$ cat config.mk
export PLATFORM = sky130hd
export DESIGN_NAME = jstk_poll_arbiter
export DESIGN_NICKNAME = d
export VERILOG_FILES = /design/src/rtl/jstk_pkg.sv /design/src/rtl/jstk_cycle_timer.sv /design/src/rtl/jstk_poll_arbiter.sv
export SDC_FILE = /design/constraint.sdc
export NUM_CORES = 1
export LEC_CHECK = 0
export ABC_AREA = 1
export BUFFER_PORTS_ARGS = -buffer_cell sky130_fd_sc_hd__buf_2
export CORE_MARGIN = 3
export CORE_UTILIZATION = 45
export DETAILED_ROUTE_END_ITERATION = 8
export PLACE_DENSITY_LB_ADDON = 0.05
export SETUP_SLACK_MARGIN = 0.15
export SLEW_MARGIN = 25
export SYNTH_ARGS = -nofsm -noshare
export SYNTH_HDL_FRONTEND = slang
export SYNTH_HIERARCHICAL = 1
export SYNTH_SLANG_ARGS = --single-unit
export TNS_END_PERCENT = 5
$ cat constraint.sdc
create_clock -name clk -period 4.6 [get_ports clk]
set_clock_uncertainty 0.1 [all_clocks]
set_input_delay 0.46 -clock clk [delete_from_list [all_inputs] [get_ports clk]]
set_output_delay 0.46 -clock clk [all_outputs]
set_load 0.03 [all_outputs]
$ cat src/rtl/jstk_pkg.sv
// Shared constants for the two-joystick poll arbiter: state encoding,
// SPI command prefix and receive data width.
package jstk_pkg;

    localparam int DATA_W = 40;
    localparam logic [5:0] CMD_PREFIX = 6'b100000;

    localparam logic [2:0] ST_IDLE  = 3'd0;
    localparam logic [2:0] ST_SETUP = 3'd1;
    localparam logic [2:0] ST_START = 3'd2;
    localparam logic [2:0] ST_WAIT  = 3'd3;
    localparam logic [2:0] ST_HOLD  = 3'd4;

    function automatic int max3(input int a, input int b, input int c);
        int m;
        m = (a > b) ? a : b;
        return (m > c) ? m : c;
    endfunction

endpackage

$ cat src/rtl/jstk_cycle_timer.sv
// Loadable down-counter that saturates at zero; zero is high on the last
// cycle of a programmed interval (load value N-1 gives N cycles).
module jstk_cycle_timer #(
    parameter int W = 8
) (
    input  logic         clk,
    input  logic         rst,
    input  logic         load,
    input  logic [W-1:0] load_val,
    output logic         zero
);

    logic [W-1:0] cnt;

    always_ff @(posedge clk) begin
        if (rst) begin
            cnt <= '0;
        end else if (load) begin
            cnt <= load_val;
        end else if (cnt != '0) begin
            cnt <= cnt - 1'b1;
        end
    end

    assign zero = (cnt == '0);

endmodule

$ cat src/rtl/jstk_poll_arbiter.sv
// Round-robin poller sharing one SPI engine between two joysticks; each
// poll selects a slave, starts the engine and captures its reply.
module jstk_poll_arbiter
    import jstk_pkg::*;
#(
    parameter int SETUP_CYC   = 1500,
    parameter int GAP_CYC     = 2500,
    parameter int TIMEOUT_CYC = 2000000
) (
    input  logic              clk,
    input  logic              rst,
    input  logic              tick,
    input  logic [1:0]        en,
    input  logic [3:0]        led,
    output logic              eng_start,
    output logic [7:0]        eng_din,
    input  logic              eng_done,
    input  logic [DATA_W-1:0] eng_dout,
    output logic [1:0]        ss_n,
    output logic [DATA_W-1:0] jstk0_data,
    output logic [DATA_W-1:0] jstk1_data,
    output logic [1:0]        upd,
    output logic [1:0]        err,
    output logic              overrun,
    output logic              busy,
    output logic [2:0]        state_dbg
);

    localparam int CW = $clog2(max3(SETUP_CYC, GAP_CYC, TIMEOUT_CYC)) + 1;

    logic [2:0]    state, state_nxt;
    logic          sel, ptr, pending;
    logic          tmr_zero, tmr_load;
    logic [CW-1:0] tmr_val;
    logic          active;

    // Engine link: eng_start is a one-cycle request, the engine answers
    // with a one-cycle eng_done; there is no back-pressure in either
    // direction, and a done seen outside WAIT carries no meaning.
    always_comb begin
        state_nxt = state;
        case (state)
            ST_IDLE:  if ((tick || pending) && (en != 2'b00)) state_nxt = ST_SETUP;
            ST_SETUP: if (tmr_zero) state_nxt = ST_START;
            ST_START: state_nxt = ST_WAIT;
            ST_WAIT:  if (eng_done || tmr_zero) state_nxt = ST_HOLD;
            ST_HOLD:  if (tmr_zero) state_nxt = ST_IDLE;
            default:  state_nxt = ST_IDLE;
        endcase
    end

    // The timer is reloaded on every state entry with that state's length.
    always_comb begin
        tmr_load = (state_nxt != state);
        case (state_nxt)
            ST_SETUP: tmr_val = CW'(SETUP_CYC - 1);
            ST_WAIT:  tmr_val = CW'(TIMEOUT_CYC - 1);
            ST_HOLD:  tmr_val = CW'(GAP_CYC - 1);
            default:  tmr_val = '0;
        endcase
    end

    jstk_cycle_timer #(.W(CW)) u_timer (
        .clk      (clk),
        .rst      (rst),
        .load     (tmr_load),
        .load_val (tmr_val),
        .zero     (tmr_zero)
    );

    always_ff @(posedge clk) begin
        if (rst) begin
            state      <= ST_IDLE;
            sel        <= 1'b0;
            ptr        <= 1'b0;
            pending    <= 1'b0;
            overrun    <= 1'b0;
            upd        <= 2'b00;
            err        <= 2'b00;
            jstk0_data <= '0;
            jstk1_data <= '0;
        end else begin
            state <= state_nxt;
            upd   <= 2'b00;
            if (state == ST_IDLE && state_nxt == ST_SETUP) begin
                sel     <= en[ptr] ? ptr : ~ptr;
                pending <= 1'b0;
            end else if (state != ST_IDLE && tick && en != 2'b00) begin
                if (!pending) pending <= 1'b1;
                else          overrun <= 1'b1;
            end
            // Done wins over a timeout landing on the same cycle.
            if (state == ST_WAIT && eng_done) begin
                if (sel) jstk1_data <= eng_dout;
                else     jstk0_data <= eng_dout;
                upd[sel] <= 1'b1;
                err[sel] <= 1'b0;
            end else if (state == ST_WAIT && tmr_zero) begin
                err[sel] <= 1'b1;
            end
            if (state == ST_HOLD && tmr_zero) ptr <= ~sel;
        end
    end

    assign active    = (state == ST_SETUP) || (state == ST_START) || (state == ST_WAIT);
    assign ss_n      = active ? (sel ? 2'b01 : 2'b10) : 2'b11;
    assign eng_din   = active ? {CMD_PREFIX, (sel ? led[3:2] : led[1:0])} : 8'h00;
    assign eng_start = (state == ST_START);
    assign busy      = (state != ST_IDLE);
    assign state_dbg = state;

endmodule

-- Yosys cells after proc, flatten, opt, wreduce, memory -nomap -nowiden
Index checks and enable logic that the tools add are counted.
- $add $sub $neg: 1
- multiplexer cells: 19
- $mul: 0
- order comparisons: 3
- bitwise gates (word level): 7
- div/mod/pow operators: 0
- eq/ne operators: 8
- reduce and logical (&&, ||, !) cells: 24
- shift-type cells: 0
- operators by type and width (operator ; count):
    case mux 21 bit (3 select lines) ; 1
    2-to-1 mux 22 bit ; 2
    zero test 22 bit ; 1
    nonzero test 22 bit ; 1
    subtractor 22 x 1 -> 22 bit (second input constant) ; 1
    case mux 3 bit (5 select lines) ; 1
    2-to-1 mux 3 bit ; 4
    2-to-1 mux 2 bit ; 5
    == test 3 x 2 -> 1 bit (second input constant) ; 3
    logical AND 1 bit ; 8
    2-to-1 mux 8 bit ; 1
    == test 3 x 1 -> 1 bit (second input constant) ; 2
    == test 3 bit (second input constant) ; 2
    nonzero test 2 bit ; 3
    logical OR 1 bit ; 4
    less-than comparator 1 x 2 -> 1 bit (second input constant) ; 2
    2-to-1 mux 1 bit ; 4
    NOT 1 bit ; 4
    AND reduction 2 bit ; 2
    OR reduction 2 bit ; 2
    zero test 3 bit ; 1
    != test 3 bit ; 1
    AND reduction 3 bit ; 1
    nonzero test 3 bit ; 1
    5 further kinds ; 5
- ROM bits: 0
- input bits: 50
- bits in writable memories: 0
- bits in registers: 113
- latch bits: 0
- memories: 0
- logic and storage cells: 72

-- Depth between registers and ports, before layout
Gate-level depths: netlist of run 1.
- depth after elaboration: 8
- mapped depth: 17
- gate-level depth less buffers: 16

-- Cells and area by module
The synthesis of run 1 kept the hierarchy.
- by module, submodules not included (module ; instances ; area an instance (um2) ; cells an instance):
    jstk_poll_arbiter ; 1 ; 3440.8 ; 415
    jstk_cycle_timer ; 1 ; 1619.1 ; 239

-- Least setup slack after synthesis of run 1
No wires, ideal clock.
- path type: reg-to-reg
- start point: register u_timer.cnt[0]
- end point: register u_timer.cnt[0]
- data required time: 4.428 ns
- data arrival time: 2.599 ns
- stages on the path, launching flop included: 17
- period minus slack after synthesis: 2.771 ns
- path slack: 1.829 ns
- path through: dfxtp_1 > inv_2 > ha_1 > nand2_4 > nor2_8 > nand2_1 > nor4_1 > inv_1 > nand3_1 > nand3_1 > nand2_1 > nand3_1 > buf_2 > inv_2 > nand4_4 > or2_0 > a21oi_1
- elaborated cells on any way between the ends: 16
- RTL lines (what ; line ; RTL):
    from (decl) ; jstk_cycle_timer.sv:13 ; logic [W-1:0] cnt;
    from (signal assigned) ; jstk_cycle_timer.sv:19 ; cnt <= load_val;
    from (signal assigned) ; jstk_cycle_timer.sv:21 ; cnt <= cnt - 1'b1;
    zero test 22 bit (*) ; jstk_cycle_timer.sv:25 ; assign zero = (cnt == '0);
    via tmr_zero ; jstk_poll_arbiter.sv:33 ; logic tmr_zero, tmr_load;
    logical OR 1 bit ; jstk_poll_arbiter.sv:46 ; ST_WAIT: if (eng_done || tmr_zero) state_nxt = ST_HOLD;
    2-to-1 mux 3 bit ; jstk_poll_arbiter.sv:46 ;
    case mux 3 bit (5 select lines) (*) ; jstk_poll_arbiter.sv:42 ; case (state)
    != test 3 bit (*) ; jstk_poll_arbiter.sv:54 ; tmr_load = (state_nxt != state);
    via tmr_load ; jstk_poll_arbiter.sv:33 ;
    2-to-1 mux 22 bit or nonzero test 2 bit (tied branches) ; - ;
The timed path passes the listed nets; every way through them passes the cells marked *. The select of a mux whose other input is x is not followed.
A chain may end at the register's enable or synchronous reset.

-- Worst setup path in the final report of run 1
- start point: register u_timer.cnt[0]
- end point: register u_timer.cnt[21]
Same word-level chain as after synthesis.

==> impl_metrics.json, run 1 <==
{
  "seq_area_frac_synth_pct": 44.71,
  "critPathMaxStageDelay_ns": 0.66,
  "yosysUniqueCellTypes": 34,
  "area_growth_pct": 25.62,
  "required_ns": 4.83,
  "r2r_start": "u_timer/cnt[0]",
  "clock-sinks": 113,
  "drv_slew": 0,
  "hp-start": "eng_dout[30]",
  "crit_chain": "inv_2 -> ha_1 -> nand2_4 -> nor2_8 -> nand2_1 -> nor4_1 -> inv_1 -> nand3_1 -> nand3_1 -> nand2_1 -> nand3_1 -> nor2_4 -> nand2_1 -> a21oi_1",
  "clk_pin_slew_worst_paths_ns": 0.05,
  "worstSetupStartpoint": "u_timer/cnt[0]",
  "diodes": 0,
  "slowest_stage": "nor2_4",
  "start_util_pct": 46.27,
  "grt_max_degree": 54,
  "grt_pass1_wl_um": 21270,
  "yosys.area.top_type": "dfxtp_1",
  "gp_congestion": 0.9368,
  "routed_wl_um": 12960,
  "ys_seq_elements": 113,
  "grt_pass1_vias": 4450,
  "status": "complete, no violations",
  "worst_pin_slew_ns": 0.9601,
  "leakagePower_nw": 3.203,
  "synthTopCellsByArea": "dfxtp_1, nand3_1, o21ai_1",
  "crit_path_end_kind": "flip-flop",
  "syn-cell-area_um2": 5060,
  "die_h_um": 112.0,
  "drt_pass1_iterations": 4,
  "finalHoldViolations": 0,
  "die_w_um": 112.0,
  "multiInputGateArea_um2": 2246,
  "dieArea_um2": 12550,
  "cts_hold_repair.buffers": 0,
  "r2r_slack_ns": 1.03,
  "power_density_nw_per_um2": 602.1,
  "nets": 842,
  "rsz0062_at_grt": "false",
  "rows": 38,
  "syn_area_per_cell_um2": 7.737,
  "cts-resized-gates": 0,
  "start_kind": "flip-flop",
  "fin_crit_ns": 3.575,
  "crit_arrival_ns": 3.80,
  "synthArstFlopShare_pct": 0,
  "numPortBuffers": 144,
  "grt_overflow": 0,
  "yosysWarningCount": 6,
  "cts_tree": "yes",
  "yosys.area.top_type_share_pct": 44.71,
  "finalCritPeriodShare_pct": 77.71,
  "vias": 4558,
  "antenna_found_initial": 0,
  "synth_edf_count": 0,
  "grt_use_total_pct": 20.89,
  "hold_path_class": "in -> reg",
  "numCtsBuffers": 17,
  "drive_gt1_share_pct": 27.90,
  "wl_per_cell_um": 13.74,
  "fp.coreArea_um2": 10940,
  "maxCapViolCount": 0,
  "vias_per_cell": 4.834,
  "drc": 0,
  "fill_cells": 1040,
  "power.total_mw": 3.827,
  "seq_area_um2": 2262,
  "critPathMaxFanout": 14,
  "synth.cells.most_frequent": "dfxtp_1, nand2_1, nand3_1, o21ai_1, inv_1",
  "slew_headroom_pct": 35.99,
  "utilization_pct": 58.12,
  "drt_iter0_markers": 201,
  "setup_viol": 0,
  "fmax_ghz": 0.2798,
  "yosysMostFrequentCell": "dfxtp_1",
  "antenna_left": 0,
  "fin_setup_tns_ns": 0,
  "worstSkewPairLatency_ns": 0.41,
  "clk_path_buf_depth": 2,
  "hpwl_um": 8973,
  "io_pins": 150,
  "cts_max_level": 4,
  "cts_setup_buffers": 0,
  "ys.flop_type": "dfxtp_1",
  "ir_worst_vdd_v": 0.0004070,
  "root_buffer": "clkbuf_16",
  "postSynthCellCount": 654,
  "crit_type": "reg -> reg"
}
[logic make-up after synthesis]
kind of cell	count (synthesis)	synth area share, %
adders and majority gates	1	0.2472
and+or+nand+nor	295	29.38
DFF	113	44.71
buffers and inverters	120	11.65
other	1	0.07411
xor gates and xnor gates	12	2.077
AOI/OAI and AO/OA	112	11.87
[critical path: cells and delay by family (launching register included)]
| kind | cells | cell delay (ns) |
|---|---|---|
| AND/OR/NAND/NOR | 10 | 2.37 |
| flip-flops | 1 | 0.31 |
| adder cells (fa/ha/maj) | 1 | 0.30 |
| buffers and inverters | 2 | 0.23 |
| AO/OA/AOI/OAI | 1 | 0.16 |
[layout by cell type (no fill, tap or decap)]
cell	instances
xnor2_1	4
nor3_1	1
nand4_1	6
or2_0	2
nor2_4	5
ha_1	1
nand3_4	2
a21oi_1	13
bufinv_16	4
nand4_4	1
nor2_1	52
o21ai_0	10
clkbuf_16	17
o21a_1	1
clkbuf_1	2
inv_1	76
nand3b_1	1
clkinvlp_4	1
clkbuf_8	3
dfxtp_1	113
nand3_2	1
nand3_1	96
nand2_4	11
xor2_1	8
nand2_1	103
buf_4	2
nor4_1	1
inv_2	6
conb_1	11
clkinv_2	2
buf_2	144
nand2_2	6
nor2_2	5
nor2_8	2
o21ai_1	78
clkinv_4	2
a21oi_2	10
[metrics by stage]
step | cells | area, um^2 | hold WS (ns) | setup slack [ns]
final | 943 | 6356 | 0.1998 | 1.025
after global placement | 912 | 5727 | 0.3383 | 1.275
after floorplan | 664 | 5097 | 0.3425 | 1.829
after CTS | 943 | 6356 | 0.1863 | 1.034
after detailed placement | 912 | 5727 | 0.3419 | 1.069
after global routing | 943 | 6356 | 0.1995 | 0.6776
[power breakdown]
group	internal [mW]	switching, mW
clock	0.945	0.444
sequential	1.06	0.0873
combinational	0.421	0.869
total	2.43	1.40
[worst paths after layout]
check	end	depth (start not counted)
hold / removal	jstk0_data[30]	3
hold reg to reg	flip-flop	2
setup / recovery	u_timer/cnt[21]	14
setup reg to reg	u_timer/cnt[21]	14
[flip-flops by register name (all words and copies together), names as in the netlist, named ones only]
name	flops
jstk0_data	40
jstk1_data	40
overrun	1
pending	1
ptr	1
sel	1
state_dbg	3
u_timer/cnt	22
upd	2
[layout make-up]
type	instances	area share [%]
sequential	113	35.59
multi-input combinational	431	35.33
inverter	82	4.843
clock inverter	9	2.441
timing repair buffer	146	11.57
tap	140	2.756
clock buffer	22	7.461
[metal layers]
layer  GRT usage [%]  wire length, um
met5               0                0
met4           8.894              126
met3           7.817             1035
met2           32.01             5858
met1           26.54             5939
(Power assumes the default switching activity.)
==> inputs of run 2 (changes only) <==
ABC_AREA = 0   (was 1)
clock period = 3.7 ns   (was 4.6 ns; I/O delays follow)
==> impl_metrics.json, run 2 <==
{
  "status": "complete, no violations",
  "finalCritPeriodShare_pct": 84.97,
  "holdPathStages": 2,
  "ir_worst_vdd_v": 0.0003624,
  "seq_area_um2": 2262,
  "final_cells": 705,
  "worstSkewPairLatency_ns": 0.50,
  "synthArstFlopShare_pct": 0,
  "maxCapViolCount": 0,
  "vias": 3794,
  "grt_overflow": 0,
  "clk_pin_slew_worst_paths_ns": 0.06,
  "clk_path_buf_depth": 2,
  "fmax_ghz": 0.3181,
  "crit_type": "reg -> reg",
  "reg.largest.list": "jstk0_data (40), jstk1_data (40), u_timer/cnt (22)",
  "cts-resized-gates": 0,
  "ys_seq_elements": 113,
  "synth.cells.most_frequent": "dfxtp_1, a22o_1, nor2_1, nand2_1, buf_2",
  "drive_gt1_share_pct": 32.50,
  "start_util_pct": 47.44,
  "dieArea_um2": 10620,
  "finalHoldViolations": 0,
  "drc": 0,
  "grt_max_degree": 42,
  "rsz0062_at_grt": "false",
  "cts_setup_buffers": 0,
  "synth_edf_count": 0,
  "r2r_slack_ns": 0.56,
  "fill_cells": 697,
  "wl_per_cell_um": 16.31,
  "drt_pass1_iterations": 4,
  "yosys.area.top_type_share_pct": 53.38,
  "post-place-cells": 635,
  "clock-sinks": 113,
  "whs_endpoint": "jstk1_data[10]",
  "postSynthCellCount": 405,
  "ys.flop_type": "dfxtp_1",
  "start_kind": "flip-flop",
  "setup_viol": 0,
  "yosys.area.top_type": "dfxtp_1",
  "yosysUniqueCellTypes": 51,
  "hold_path_class": "in -> reg",
  "yosysWarningCount": 6,
  "power.total_mw": 3.905,
  "fin_crit_ns": 3.144,
  "seq_area_frac_synth_pct": 53.38,
  "root_buffer": "clkbuf_8",
  "antenna_left": 0,
  "antenna_found_initial": 0,
  "io_pins": 150,
  "drt_iter0_markers": 225,
  "place_area_um2": 5036,
  "syn_area_per_cell_um2": 10.46,
  "fin_setup_tns_ns": 0,
  "final_common_cell": "buf_2",
  "gp_congestion": 0.8035,
  "grt_pass1_wl_um": 18320,
  "vias_per_cell": 5.382,
  "nets": 635,
  "die_h_um": 103.0,
  "yosysMostFrequentCell": "dfxtp_1",
  "fp.coreArea_um2": 8934,
  "slew_headroom_pct": 31.76,
  "rows": 34,
  "synthTopCellsByArea": "dfxtp_1, a22o_1, xor2_1",
  "final_cell_area_um2": 5973,
  "die_w_um": 103.0,
  "area_growth_pct": 40.95,
  "diodes": 0,
  "multiInputGateArea_um2": 1836,
  "r2r-end": "u_timer/cnt[13]",
  "leakagePower_nw": 2.779,
  "r2r_start": "u_timer/cnt[0]",
  "worst_pin_slew_ns": 1.021,
  "numCtsBuffers": 17,
  "utilization_pct": 66.86,
  "hp-start": "eng_dout[10]",
  "critPathMaxFanout": 9,
  "numPortBuffers": 144,
  "crit_arrival_ns": 3.46,
  "hpwl_um": 7396,
  "power_density_nw_per_um2": 653.8,
  "routed_wl_um": 11500,
  "crit_path_end_kind": "flip-flop",
  "drv_slew": 0,
  "required_ns": 4.01,
  "cts_max_level": 4,
  "ff2ff_path_depth": 10,
  "cts_tree": "yes",
  "grt_use_total_pct": 22.01,
  "layout_common_cells": "buf_2, dfxtp_1, a22o_1",
  "syn-cell-area_um2": 4238,
  "grt_pass1_vias": 3699
}
-- run 2: changes by cell type in the layout (fill, tap and decap cells not counted), sizes merged, moves of 8 or more --
| cell | previous run | this run |
|---|---|---|
| nand3 | 99 | 4 |
| nor3 | 1 | 11 |
| inv | 82 | 12 |
| a31oi | 0 | 8 |
| o21ai | 88 | 2 |
| dlygate4sd3 | 0 | 38 |
| a21oi | 23 | 9 |
| a22o | 0 | 80 |
| nor2 | 64 | 23 |
| o22ai | 0 | 12 |
| nand2 | 120 | 21 |
-- run 2: power by group --
group	switching, mW	total, mW	internal (mW)
Clock	0.585	1.50	0.914
Combinational	0.576	0.971	0.394
Sequential	0.118	1.44	1.32
-- run 2: worst max-delay path by stage --
stage | startpoint | to | cells after the start | slack [ns]
2_1_floorplan | u_timer/cnt[0] | u_timer/cnt[0] | 12 | 0.96
3_3_place_gp | u_timer/cnt[0] | u_timer/cnt[12] | 10 | 0.89
3_5_place_dp | u_timer/cnt[1] | u_timer/cnt[13] | 10 | 0.69
4_1_cts | u_timer/cnt[0] | u_timer/cnt[13] | 10 | 0.61
5_1_grt | u_timer/cnt[0] | u_timer/cnt[13] | 10 | 0.36
6_report | u_timer/cnt[0] | u_timer/cnt[13] | 10 | 0.56
-- run 2: kinds of logic after synthesis --
group                    Yosys count  synth area share [%]
flip-flops                       113                 53.38
XOR/XNOR                          17                 3.513
AND/OR/NAND/NOR                   98                 12.73
multiplexers                       4                0.9743
other                              1               0.08849
adder cells (fa/ha/maj)            1                0.2952
AO/OA/AOI/OAI                    126                 23.83
buffers and inverters             45                 5.196
-- run 2: critical path, cell delays in order (launching register included) --
cell,delay [ns]
dfxtp_1,0.35
inv_1,0.08
ha_1,0.23
or4b_1,0.34
nor2_1,0.11
and3_1,0.25
a2111oi_0,0.47
a31oi_2,0.08
a31oi_1,0.48
nand2b_1,0.35
o22ai_1,0.21
-- run 2: final cells by class --
| type | instances | area share [%] |
|---|---|---|
| sequential | 113 | 37.87 |
| multi-input combinational | 257 | 30.73 |
| timing repair buffer | 187 | 19.31 |
| clock buffer | 18 | 7.164 |
| tap | 108 | 2.262 |
| clock inverter | 14 | 2.158 |
| inverter | 8 | 0.5027 |
-- run 2: metrics by stage --
step	hold WS, ns	setup slack, ns
after global routing	0.004131	0.3590
after global placement	0.3440	0.8899
after detailed placement	0.3523	0.6905
after CTS	0.003007	0.6097
final	0.02949	0.5561
after floorplan	0.3487	0.9559
-- run 2: routing by layer --
metal	share of wire (%)	global-route usage, %
met1	46	28.67
met2	47	34.53
met3	7.0	7.578
met4	0.50	6.773
met5	0	0
-- run 2: repair_timing --
action,in CTS,in global routing
hold buffers,37,1
endpoints found under the setup margin,0,0
endpoints found under the hold margin,72,1
==> inputs of run 3 (changes only) <==
ABC_AREA = 1   (was 0)
clock period = 2.7 ns   (was 3.7 ns; I/O delays follow)
==> impl_metrics.json, run 3 (synthesized netlist as in run 1, its figures left out) <==
{
  "status": "complete, no violations",
  "reg.largest.list": "jstk0_data (40), jstk1_data (40), u_timer/cnt (22)",
  "root_buffer": "clkbuf_16",
  "grt_max_degree": 71,
  "rsz0062_at_grt": "false",
  "p_clk_share_pct": 31.9,
  "r2r_slack_ns": 0.25,
  "dieArea_um2": 12550,
  "hold_path_class": "in -> reg",
  "die_w_um": 112.0,
  "critPathMaxFanout": 7,
  "cts_hold_repair.buffers": 0,
  "numPortBuffers": 144,
  "drv_slew": 0,
  "gp_congestion": 0.8990,
  "whs_endpoint": "jstk1_data[1]",
  "antenna_left": 0,
  "numCtsBuffers": 17,
  "fp.coreArea_um2": 10940,
  "r2r_start": "u_timer/cnt[0]",
  "ff2ff_path_depth": 16,
  "grt_pass1_wl_um": 21820,
  "crit_path_end_kind": "flip-flop",
  "clk_pin_slew_worst_paths_ns": 0.05,
  "final_common_cell": "buf_2",
  "setup_viol": 0,
  "vias": 4710,
  "vias_per_cell": 4.932,
  "routed_wl_um": 13390,
  "area_growth_pct": 28.39,
  "grt_overflow": 0,
  "drc": 0,
  "finalCritPeriodShare_pct": 90.90,
  "drive_gt1_share_pct": 30.18,
  "worstSkewPairLatency_ns": 0.40,
  "clock-sinks": 113,
  "power.total_mw": 6.584,
  "cts_tree": "yes",
  "p_sw_mw": 2.467,
  "antenna_found_initial": 0,
  "leakagePower_nw": 3.260,
  "start_util_pct": 46.27,
  "slew_headroom_pct": 42.73,
  "crit_arrival_ns": 2.69,
  "io_pins": 150,
  "fin_crit_ns": 2.454,
  "r2r-end": "u_timer/cnt[12]",
  "holdPathStages": 3,
  "hold_ws_ns": 0.01710,
  "maxCapViolCount": 0,
  "post-place-cells": 918,
  "combPwrFrac_pct": 38.5,
  "hpwl_um": 9059,
  "diodes": 0,
  "fmax_ghz": 0.4074,
  "finalHoldViolations": 0,
  "final_cells": 955,
  "pre_cts_ws_ns": 0.06733,
  "ir_worst_vdd_v": 0.0004984,
  "die_h_um": 112.0,
  "fin_setup_tns_ns": 0,
  "start_kind": "flip-flop",
  "crit_type": "reg -> reg",
  "nets": 855,
  "power_density_nw_per_um2": 1013,
  "required_ns": 2.93,
  "drt_iter0_markers": 197,
  "power_frac_seq_pct": 29.6,
  "rows": 38,
  "fill_cells": 1037,
  "grt_pass1_vias": 4693,
  "drt_pass1_iterations": 5,
  "layout_common_cells": "buf_2, dfxtp_1, nand2_1",
  "p_int_mw": 4.116,
  "clk_path_buf_depth": 2,
  "hp-start": "eng_dout[1]",
  "wl_per_cell_um": 14.02,
  "worst_pin_slew_ns": 0.8561,
  "worst_slack_ns": 0.2456,
  "p_sw_share_pct": 37.48,
  "grt_use_total_pct": 21.10,
  "cts_max_level": 4
}
==> run 3: cell count changes in the layout (fill, tap and decap cells not counted), moves of 11 or more <==
| cell | change |
|---|---|
| a21oi_2 | +11 |
| a22o_1 | -80 |
| dlygate4sd3_1 | -38 |
| inv_1 | +67 |
| nand2_1 | +79 |
| nand2_4 | +11 |
| nand3_1 | +88 |
| nor2_1 | +29 |
| o21ai_1 | +78 |
| o22ai_1 | -11 |
==> run 3: repair_timing <==
action / 4_1_cts / 5_1_grt
pin swaps: 3 / 5
endpoints found under the setup margin: 16 / 19
setup buffers: 3 / 3
cloned: 1 / 0
resized for setup: 5 / 8
==> run 3: area by class of cell <==
| class | count | area [um^2] | area share (%) |
|---|---|---|---|
| timing repair buffer | 159 | 882.1 | 13.58 |
| inverter | 82 | 310.3 | 4.777 |
| multi-input combinational | 431 | 2307 | 35.52 |
| sequential | 113 | 2262 | 34.82 |
| tap | 140 | 175.2 | 2.696 |
| clock buffer | 26 | 509.2 | 7.839 |
| clock inverter | 4 | 50.05 | 0.7704 |
==> run 3: power by group through the flow <==
| stage | Clock (mW) | Sequential (mW) | Combinational [mW] |
|---|---|---|---|
| after floorplan | 0 | 1.96 | 1.90 |
| final | 2.10 | 1.95 | 2.53 |
| after detailed placement | 0 | 1.97 | 2.35 |
| after global placement | 0 | 1.97 | 2.31 |
| after CTS | 2.13 | 1.94 | 2.48 |
| after global routing | 2.19 | 1.97 | 2.82 |
==> run 3: critical path, stage by stage, from the launching register on <==
cell and delay [ns]:
dfxtp_1 0.31, inv_2 0.08, ha_4 0.15, nand2_4 0.08, nor2_8 0.12, nand2_2 0.08, nor4_4 0.20, nand2_1 0.14
nand3_2 0.12, nand3_2 0.11, nand2_2 0.10, nand3_2 0.12, buf_6 0.15, nor2_4 0.19, buf_12 0.16, nand2_1 0.05
a21oi_1 0.12
==> run 3: metrics by stage <==
step                      area [um^2]  utilization (%)
final                            6496            59.40
after detailed placement         5824            53.26
after CTS                        6445            58.94
after global routing             6496            59.40
after floorplan                  5125                -
after global placement           5824            53.26
==> run 3: worst max path at each step <==
stage                        start              end  slack (ns)  cells past startpoint
global placement    u_timer/cnt[0]  u_timer/cnt[11]        0.21                     16
finish              u_timer/cnt[0]  u_timer/cnt[12]        0.25                     16
global route        u_timer/cnt[1]  u_timer/cnt[12]        0.09                     16
floorplan           u_timer/cnt[0]   u_timer/cnt[0]        0.20                     16
CTS                 u_timer/cnt[0]  u_timer/cnt[12]        0.19                     16
detailed placement  u_timer/cnt[0]  u_timer/cnt[21]        0.07                     16
==> run 3: routing by layer <==
metal	track usage [%]	share of wire (%)	vias up
met5	0	0	-
met4	7.853	1.3	0
met3	8.086	7.7	12
met2	35.41	49	144
met1	24.57	42	2162
li1	-	-	2392
